--- config.mk ---
export PLATFORM = sky130hd
export DESIGN_NAME = demux_sched_ctrl_flat
export DESIGN_NICKNAME = d
export VERILOG_FILES = /design/src/rtl/demux_pkg.sv /design/src/rtl/demux_sched_ctrl_if.sv /design/src/rtl/demux_1_n.sv /design/src/rtl/demux_sched_ctrl.sv /design/src/flat_wrapper.sv
export SDC_FILE = /design/constraint.sdc
export NUM_CORES = 1
export LEC_CHECK = 0
export ABC_AREA = 1
export CELL_PAD_IN_SITES_DETAIL_PLACEMENT = 1
export CELL_PAD_IN_SITES_GLOBAL_PLACEMENT = 2
export CORE_AREA = 2 2 58 82
export DETAILED_ROUTE_END_ITERATION = 10
export DIE_AREA = 0 0 60 84
export DONT_BUFFER_PORTS = 1
export HOLD_SLACK_MARGIN = 0.12
export PLACE_DENSITY = 0.88
export SLEW_MARGIN = 20
export SYNTH_ARGS = -nofsm -noshare
export SYNTH_HDL_FRONTEND = slang
export SYNTH_HIERARCHICAL = 1
export SYNTH_SLANG_ARGS = --single-unit
--- constraint.sdc ---
create_clock -name clk -period 3.4 [get_ports clk]
set_input_delay 0 -clock clk [delete_from_list [all_inputs] [get_ports clk]]
set_output_delay 0 -clock clk [all_outputs]
set_load 0.03 [all_outputs]
--- src/rtl/demux_pkg.sv ---
// rtl/demux_pkg.sv - shared FSM state type and destination-width helper for the demux scheduler
package demux_pkg;

  typedef enum logic {
    IDLE = 1'b0,
    HOLD = 1'b1
  } state_t;

  function automatic int dest_w(input int n);
    return (n < 2) ? 1 : $clog2(n);
  endfunction

endpackage

--- src/rtl/demux_sched_ctrl_if.sv ---
// rtl/demux_sched_ctrl_if.sv - source and per-channel sink handshake bundle of the demux scheduler
interface demux_sched_ctrl_if #(
  parameter int N_OUT  = 4,
  parameter int DEST_W = demux_pkg::dest_w(N_OUT)
);

  logic              in_valid;
  logic              in_data;
  logic [DEST_W-1:0] in_dest;
  logic              in_ready;
  logic [N_OUT-1:0]  out_valid;
  logic [N_OUT-1:0]  out_data;
  logic [N_OUT-1:0]  out_ready;

  modport master (
    output in_valid, in_data, in_dest, out_ready,
    input  in_ready, out_valid, out_data
  );

  modport slave (
    input  in_valid, in_data, in_dest, out_ready,
    output in_ready, out_valid, out_data
  );

endinterface

--- src/rtl/demux_1_n.sv ---
// rtl/demux_1_n.sv - combinational 1-to-N steering: y[sel] = i when en, all other bits 0
module demux_1_n #(
  parameter int N_OUT  = 4,
  parameter int DEST_W = 2
) (
  input  logic [DEST_W-1:0] sel,
  input  logic              i,
  input  logic              en,
  output logic [N_OUT-1:0]  y
);

  always_comb begin
    y = '0;
    for (int k = 0; k < N_OUT; k++) begin
      if (en && (sel == DEST_W'(k))) begin
        y[k] = i;
      end
    end
  end

endmodule

--- src/rtl/demux_sched_ctrl.sv ---
// rtl/demux_sched_ctrl.sv - one-bit demux scheduler: addressed or round-robin routing with hold timeout
module demux_sched_ctrl
  import demux_pkg::*;
#(
  parameter int N_OUT   = 4,
  parameter int TIMEOUT = 15
) (
  input  logic                clk,
  input  logic                rst_n,
  input  logic                mode,
  demux_sched_ctrl_if.slave   bus,
  output logic                busy,
  output logic                drop,
  output logic [7:0]          xfer_cnt
);

  localparam int DEST_W = dest_w(N_OUT);
  localparam logic [DEST_W:0] N_OUT_L = (DEST_W + 1)'(N_OUT);
  localparam logic [DEST_W-1:0] LAST_CH = DEST_W'(N_OUT - 1);
  localparam logic [7:0] WAIT_LAST = 8'(TIMEOUT - 1);

  state_t            state, state_nxt;
  logic [DEST_W-1:0] dest_q, dest_nxt, rr_ptr, rr_nxt, rr_inc, cap_dest;
  logic              data_q, data_nxt, rr_q, rr_mode_nxt;
  logic [7:0]        wait_cnt, wait_nxt, xfer_nxt;
  logic              in_ready_q, accept, cap_legal, complete, timeout, drop_nxt;
  logic [N_OUT-1:0]  out_valid_q, out_data_q, valid_nxt, dval_nxt;

  assign accept    = in_ready_q && bus.in_valid;
  assign cap_dest  = mode ? rr_ptr : bus.in_dest;
  assign cap_legal = {1'b0, cap_dest} < N_OUT_L;
  assign rr_inc    = (rr_ptr == LAST_CH) ? '0 : rr_ptr + 1'b1;
  assign complete  = (state == HOLD) && bus.out_ready[dest_q];
  assign timeout   = (state == HOLD) && !bus.out_ready[dest_q] && (wait_cnt == WAIT_LAST);

  always_ff @(posedge clk or negedge rst_n) begin
    if (!rst_n) begin
      state       <= IDLE;
      dest_q      <= '0;
      data_q      <= 1'b0;
      rr_q        <= 1'b0;
      rr_ptr      <= '0;
      wait_cnt    <= '0;
      xfer_cnt    <= '0;
      in_ready_q  <= 1'b0;
      busy        <= 1'b0;
      drop        <= 1'b0;
      out_valid_q <= '0;
      out_data_q  <= '0;
    end else begin
      state       <= state_nxt;
      dest_q      <= dest_nxt;
      data_q      <= data_nxt;
      rr_q        <= rr_mode_nxt;
      rr_ptr      <= rr_nxt;
      wait_cnt    <= wait_nxt;
      xfer_cnt    <= xfer_nxt;
      in_ready_q  <= (state_nxt == IDLE);
      busy        <= (state_nxt == HOLD);
      drop        <= drop_nxt;
      out_valid_q <= valid_nxt;
      out_data_q  <= dval_nxt;
    end
  end

  // mode is latched with the bit so later toggles cannot change its routing or rr bookkeeping
  always_comb begin
    state_nxt   = state;
    dest_nxt    = dest_q;
    data_nxt    = data_q;
    rr_mode_nxt = rr_q;
    case (state)
      IDLE: begin
        if (accept && cap_legal) begin
          state_nxt   = HOLD;
          dest_nxt    = cap_dest;
          data_nxt    = bus.in_data;
          rr_mode_nxt = mode;
        end
      end
      HOLD: begin
        if (complete || timeout) begin
          state_nxt = IDLE;
        end
      end
      default: state_nxt = IDLE;
    endcase
  end

  always_comb begin
    wait_nxt = '0;
    xfer_nxt = xfer_cnt;
    rr_nxt   = rr_ptr;
    drop_nxt = 1'b0;
    case (state)
      IDLE: drop_nxt = accept && !cap_legal;
      HOLD: begin
        if (complete) begin
          xfer_nxt = xfer_cnt + 8'd1;
        end else begin
          wait_nxt = wait_cnt + 8'd1;
        end
        drop_nxt = timeout;
        if ((complete || timeout) && rr_q) begin
          rr_nxt = rr_inc;
        end
      end
      default: drop_nxt = 1'b0;
    endcase
  end

  // steering is evaluated on next-state values so the registered outputs line up with HOLD
  demux_1_n #(.N_OUT(N_OUT), .DEST_W(DEST_W)) u_valid (
    .sel (dest_nxt),
    .i   (1'b1),
    .en  (state_nxt == HOLD),
    .y   (valid_nxt)
  );

  demux_1_n #(.N_OUT(N_OUT), .DEST_W(DEST_W)) u_data (
    .sel (dest_nxt),
    .i   (data_nxt),
    .en  (state_nxt == HOLD),
    .y   (dval_nxt)
  );

  assign bus.in_ready  = in_ready_q;
  assign bus.out_valid = out_valid_q;
  assign bus.out_data  = out_data_q;

endmodule
--- src/flat_wrapper.sv ---
// flat-port wrapper written by rule: the top's interface ports become plain ports
module demux_sched_ctrl_flat import demux_pkg::*;
#(
  parameter int N_OUT   = 4,
  parameter int TIMEOUT = 15
)
  (clk, rst_n, mode, busy, drop, xfer_cnt, bus_in_valid, bus_in_data, bus_in_dest, bus_out_ready, bus_in_ready, bus_out_valid, bus_out_data);
  demux_sched_ctrl_if #(.N_OUT(N_OUT)) bus_i ();
  input  logic clk;
  input  logic rst_n;
  input  logic mode;
  output logic busy;
  output logic drop;
  output logic [7:0] xfer_cnt;
  input wire logic [$bits(bus_i.in_valid)-1:0] bus_in_valid;
  input wire logic [$bits(bus_i.in_data)-1:0] bus_in_data;
  input wire logic [$bits(bus_i.in_dest)-1:0] bus_in_dest;
  input wire logic [$bits(bus_i.out_ready)-1:0] bus_out_ready;
  output wire logic [$bits(bus_i.in_ready)-1:0] bus_in_ready;
  output wire logic [$bits(bus_i.out_valid)-1:0] bus_out_valid;
  output wire logic [$bits(bus_i.out_data)-1:0] bus_out_data;
  assign bus_i.in_valid = bus_in_valid;
  assign bus_i.in_data = bus_in_data;
  assign bus_i.in_dest = bus_in_dest;
  assign bus_i.out_ready = bus_out_ready;
  assign bus_in_ready = bus_i.in_ready;
  assign bus_out_valid = bus_i.out_valid;
  assign bus_out_data = bus_i.out_data;
  demux_sched_ctrl #(.N_OUT(N_OUT), .TIMEOUT(TIMEOUT)) u_core (.clk(clk), .rst_n(rst_n), .mode(mode), .bus(bus_i), .busy(busy), .drop(drop), .xfer_cnt(xfer_cnt));
endmodule
======== After elaboration in Yosys (flattened, before gate mapping) ========
Cells that the tools add are included.
storage, ports and cells
  register bits ........................... 33
  input bits .............................. 11
  output and inout bits ................... 19
operators by class
  order comparisons ....................... 1
  bitwise logic cells ..................... 2
  $add $sub $neg .......................... 3
  eq/ne operators ......................... 5
  multiplexer cells ....................... 22
  reductions and logical operators ........ 15
operators by type and width
  cell                                                        count
  adder 8 x 1 -> 8 bit, second input constant                 2
  2-to-1 mux 8 bit                                            2
  2-to-1 mux 1 bit                                            13
  logical AND 1 bit                                           9
  == test 8 x 4 -> 1 bit, second input constant               1
  2-to-1 mux 2 bit                                            4
  == test 2 bit, second input constant                        3
  AND reduction 2 bit                                         3
  one-hot mux 1 bit (2 select lines)                          2
  less-than comparator 2 x 3 -> 1 bit, second input constant  1
  adder 2 x 1 -> 2 bit, second input constant                 1
  binary-select mux 1 bit (select 2 bit)                      1
  == test 2 x 1 -> 1 bit, second input constant               1
  zero test 2 bit                                             1
  inverter 1 bit                                              2
  zero test 1 bit                                             1
  logical OR 1 bit                                            1

======== Longest topological paths before layout ========
  depth in word-level cells ............... 10
  depth in mapped cells ................... 9
  mapped depth without buffers ............ 8

======== By module ========
The synthesis kept the hierarchy.
by module, submodules not included
  module            cells an instance  area each (sq um)  times used
  demux_sched_ctrl  175                1,567.8            1
  demux_1_n         11                 41.3               2

======== Worst setup path before layout ========
Ideal clock, no wire load.
  path kind ............................... reg2reg
  from .................................... reg u_core.state
  to ...................................... reg u_core.out_data_q[0], in the netlist u_core/bus.out_data[0]
  stages on the path, launching flop included .. 10
  path slack .............................. 1.722 ns
  data arrival time ....................... 1.559 ns
  path buffers ............................ 1
  cell sequence ........................... dfrtp_1 > buf_4 > inv_2 > nand3_4 > inv_2 > nor2_1 > a31oi_1 > inv_1 > nand2_1 > nor2_1
on the way
  elaborated cells between the ends (all ways) .. 12
RTL lines
  what                    line                    RTL
  from (decl)             demux_sched_ctrl.sv:22  state_t state, state_nxt;
  from (signal assigned)  demux_sched_ctrl.sv:51  state <= state_nxt;
  2-to-1 mux 2 bit        demux_sched_ctrl.sv:72  case (state)
  via u_core.dest_nxt[1]  demux_sched_ctrl.sv:23  logic [DEST_W-1:0] dest_q, dest_nxt, rr_ptr, rr_nxt, rr_inc, cap_dest;
  zero test 2 bit         demux_1_n.sv:15         if (en && (sel == DEST_W'(k))) begin
  logical AND 1 bit       demux_1_n.sv:15
  2-to-1 mux 1 bit        demux_1_n.sv:15
  via u_core.dval_nxt[0]  demux_sched_ctrl.sv:27  logic [N_OUT-1:0] out_valid_q, out_data_q, valid_nxt, dval_nxt;
  to (signal assigned)    demux_sched_ctrl.sv:62  out_data_q <= dval_nxt;
  to (decl)               demux_sched_ctrl.sv:27
The timed path passes the listed nets, and every way through them passes these cells.
A chain may end at the register's enable or synchronous reset.

======== Final worst setup path ========
  from .................................... reg u_core.state
  to ...................................... reg u_core.data_q
on the way
  longest elaborated chain between the ends .. 1
RTL lines
  what                  line                    RTL
  2-to-1 mux 1 bit      demux_sched_ctrl.sv:72
  via u_core.data_nxt   demux_sched_ctrl.sv:24  logic data_q, data_nxt, rr_q, rr_mode_nxt;
  to (signal assigned)  demux_sched_ctrl.sv:53  data_q <= data_nxt;
  to (decl)             demux_sched_ctrl.sv:24
The timed path passes the listed nets, and every way through them passes these cells.

==> metrics <==
status completed; Synth top cells by count nand2_1, dfrtp_1, nor2_1; Synth area leader dfrtp_1; vias 1336; PD cells 796 nW/µm²; layout cells sized above 1 0.110; Root Driver clkbuf_8; fmax 406 MHz; post_cts resized 0; Die X-Extent 60 µm; critical-path cell list inv_2, nand3_4, inv_2, nand2_1, dlygate4sd3_1, nand2_1, dlygate4sd3_1; crit share post-route 0.724; Pleak 0.991 nW; most common cell in the synthesized netlist nand2_1; Slew Viols, Final 0; FF+latch count, synth 33; Final Hold Fails 0; Setup WS pre-CTS 1.49 ns; worst slew pin tran 0.594 ns; GP Congestion 0.779; CORE AREA 4390 µm²; GRT Util Overall 0.175; Worst slew margin 0.604; placed cell area 1720 µm²; Fin Hold WS 0.146 ns; die extent in y 84 µm; starting DRC count in detailed routing 38; Area Growth Syn to Fin 19.4%; fillers 531; clock buffer depth 2; # IOs 30; max incr delay on CP 0.72 ns; CTS tree done; EDFF count, synth 0; Finished Cell Area 1970 µm²; vias per cell 4.77; Hold WC Path Type in2reg; Final Util 0.449; DR WL/cell 13.5 µm; worst skew pair latency 0.28 ns; row count 29; n_diodes 0; DRT antenna net count 0; FFs w/ async S/R, synth 1.00; Worst setup SP type register; Critical Path Slowest Stage Cell dfrtp_1; Synth area leaders dfrtp_1, nand2_1, nor2_1, inv_1, nand3_1; CTS Sinks 33; post-DP HPWL 2580 µm; CTS H-tree depth 2; first-pass GRT wire length 6540 µm; final wirelength 3790 µm; antenna violations before repair 0; DR pass1 iterations 4; Crit Path Category reg2reg; Peak VDD IR 0.394 mV; setup ws final 0.940 ns; largest net degree at the start of global routing 34; unrepaired setup endpoints after global routing no; TritonCTS Buffers 5; die area 5040 µm²; IO Port Bufs 0; vias in the first global route 1421; data required time of the worst path 3.56 ns; Setup Fix Bufs, Post-CTS 0; synth unique cells 26; Arrival @ worst endpoint 2.62 ns; fraction of the yosys area taken by sequential cells 0.500; Mapped Nets 212; Max-Cap Viols 0; Crit Path Max Fanout 10; setup violators final 0; synth warn 6; GR Overflow Total 0; TNS Setup 0 ns; Avg Synthesized Cell Area 8.38 µm²; nets 233; clock slew at reported path FFs 0.07 ns; Top FF cell, synth dfrtp_1; DR DRC count 0; top cell type's share of synthesized area 0.500; starting density of the core 0.376; Cell Area, Synth 1650 µm²; CP endpoint kind register; Cells after Synth 197; clk_skew 0.00414 ns; crit path time final 2.46 ns
==> metal layers <==
metal  global-route usage  part of all wire  up-vias
met2                0.298              0.56       27
met4               0.0727             0.024        0
met1                0.191              0.37      645
met3               0.0574             0.045       10
li1                     -                 -      654
met5                    0                 0        -
==> per-stage QoR <==
stage / std cells / total power, mW
finish: 280 / 1.57
CTS: 280 / 1.58
detailed placement: 258 / 1.20
global placement: 258 / 1.19
floorplan: 197 / 1.09
global route: 280 / 1.69
==> state kept, by name, summed over array words and instances, names as in the netlist <==
signal and count:
u_core/bus.in_ready 1, u_core/bus.out_data 4, u_core/bus.out_valid 4, u_core/data_q 1, u_core/dest_q 2, u_core/drop 1
u_core/rr_ptr 2, u_core/rr_q 1, u_core/state 1, u_core/wait_cnt 8, u_core/xfer_cnt 8
==> final timing paths <==
path / startpoint / endpoint / slack (ns) / depth (start not counted)
worst max-delay path: u_core/state / u_core/data_q / 0.94 / 7
worst min-delay path: mode / u_core/bus.out_data[2] / 0.15 / 4
worst max register to register: u_core/state / u_core/data_q / 0.94 / 7
worst min register to register: u_core/wait_cnt[0] / u_core/wait_cnt[0] / 0.49 / 1
max in group asynchronous: rst_n / u_core/xfer_cnt[5] / 3.06 / 2
min in group asynchronous: rst_n / u_core/wait_cnt[6] / 0.17 / 2
==> kinds of logic (layout without fill, tap and decap cells) <==
family,after synthesis,in the layout,synth area share
fa+ha+maj,4,4,0.0303
compound gates,9,9,0.0311
simple gates,118,118,0.349
flops,33,33,0.500
other cells,1,1,0.00227
buf+inv,28,49,0.0660
xor+xnor,4,4,0.0212
==> final cells by class <==
cell class | instances | area (µm²) | share of cell area
Clock inverter | 1 | 7.51 | 0.00381
Tap cell | 62 | 77.6 | 0.0394
Multi-Input combinational cell | 136 | 716 | 0.363
Timing Repair Buffer | 15 | 160 | 0.0813
Inverter | 27 | 101 | 0.0514
Sequential cell | 33 | 826 | 0.419
Clock buffer | 6 | 82.6 | 0.0419
==> placed cells by master, fill, tap and decap left out, types with 2 or more instances in the layout <==
cell type / netlist / layout
xor2_1: 2 / 2
nand3_1: 12 / 12
inv_2: 4 / 4
dlygate4sd3_1: 0 / 14
a31oi_1: 3 / 3
xnor2_1: 2 / 2
o21ai_0: 2 / 2
ha_1: 4 / 4
dfrtp_1: 33 / 33
nand3_4: 3 / 3
nand2_1: 62 / 62
clkbuf_8: 0 / 6
nor2_1: 25 / 25
inv_1: 23 / 23
nand2_2: 4 / 4
o21ai_1: 2 / 2
nand4_1: 5 / 5
==> report_power, final <==
group	internal (mW)	switching, mW	leakage (nW)
sequential	0.487	0.218	0.438
combinational	0.217	0.349	0.510
clock	0.160	0.138	0.0433
==> worst max-delay path: cells and delay by family, from the launching register on <==
kind,cells,cell delay [ns]
buf+inv,4,1.36
simple gates,3,0.26
flops,1,0.72
==> repair_timing <==
item	4_1_cts	5_1_grt
endpoints found under the hold margin	48	0
endpoints found under the setup margin	0	0
hold buffers	15	0
Power figures use the tool's default switching activity.
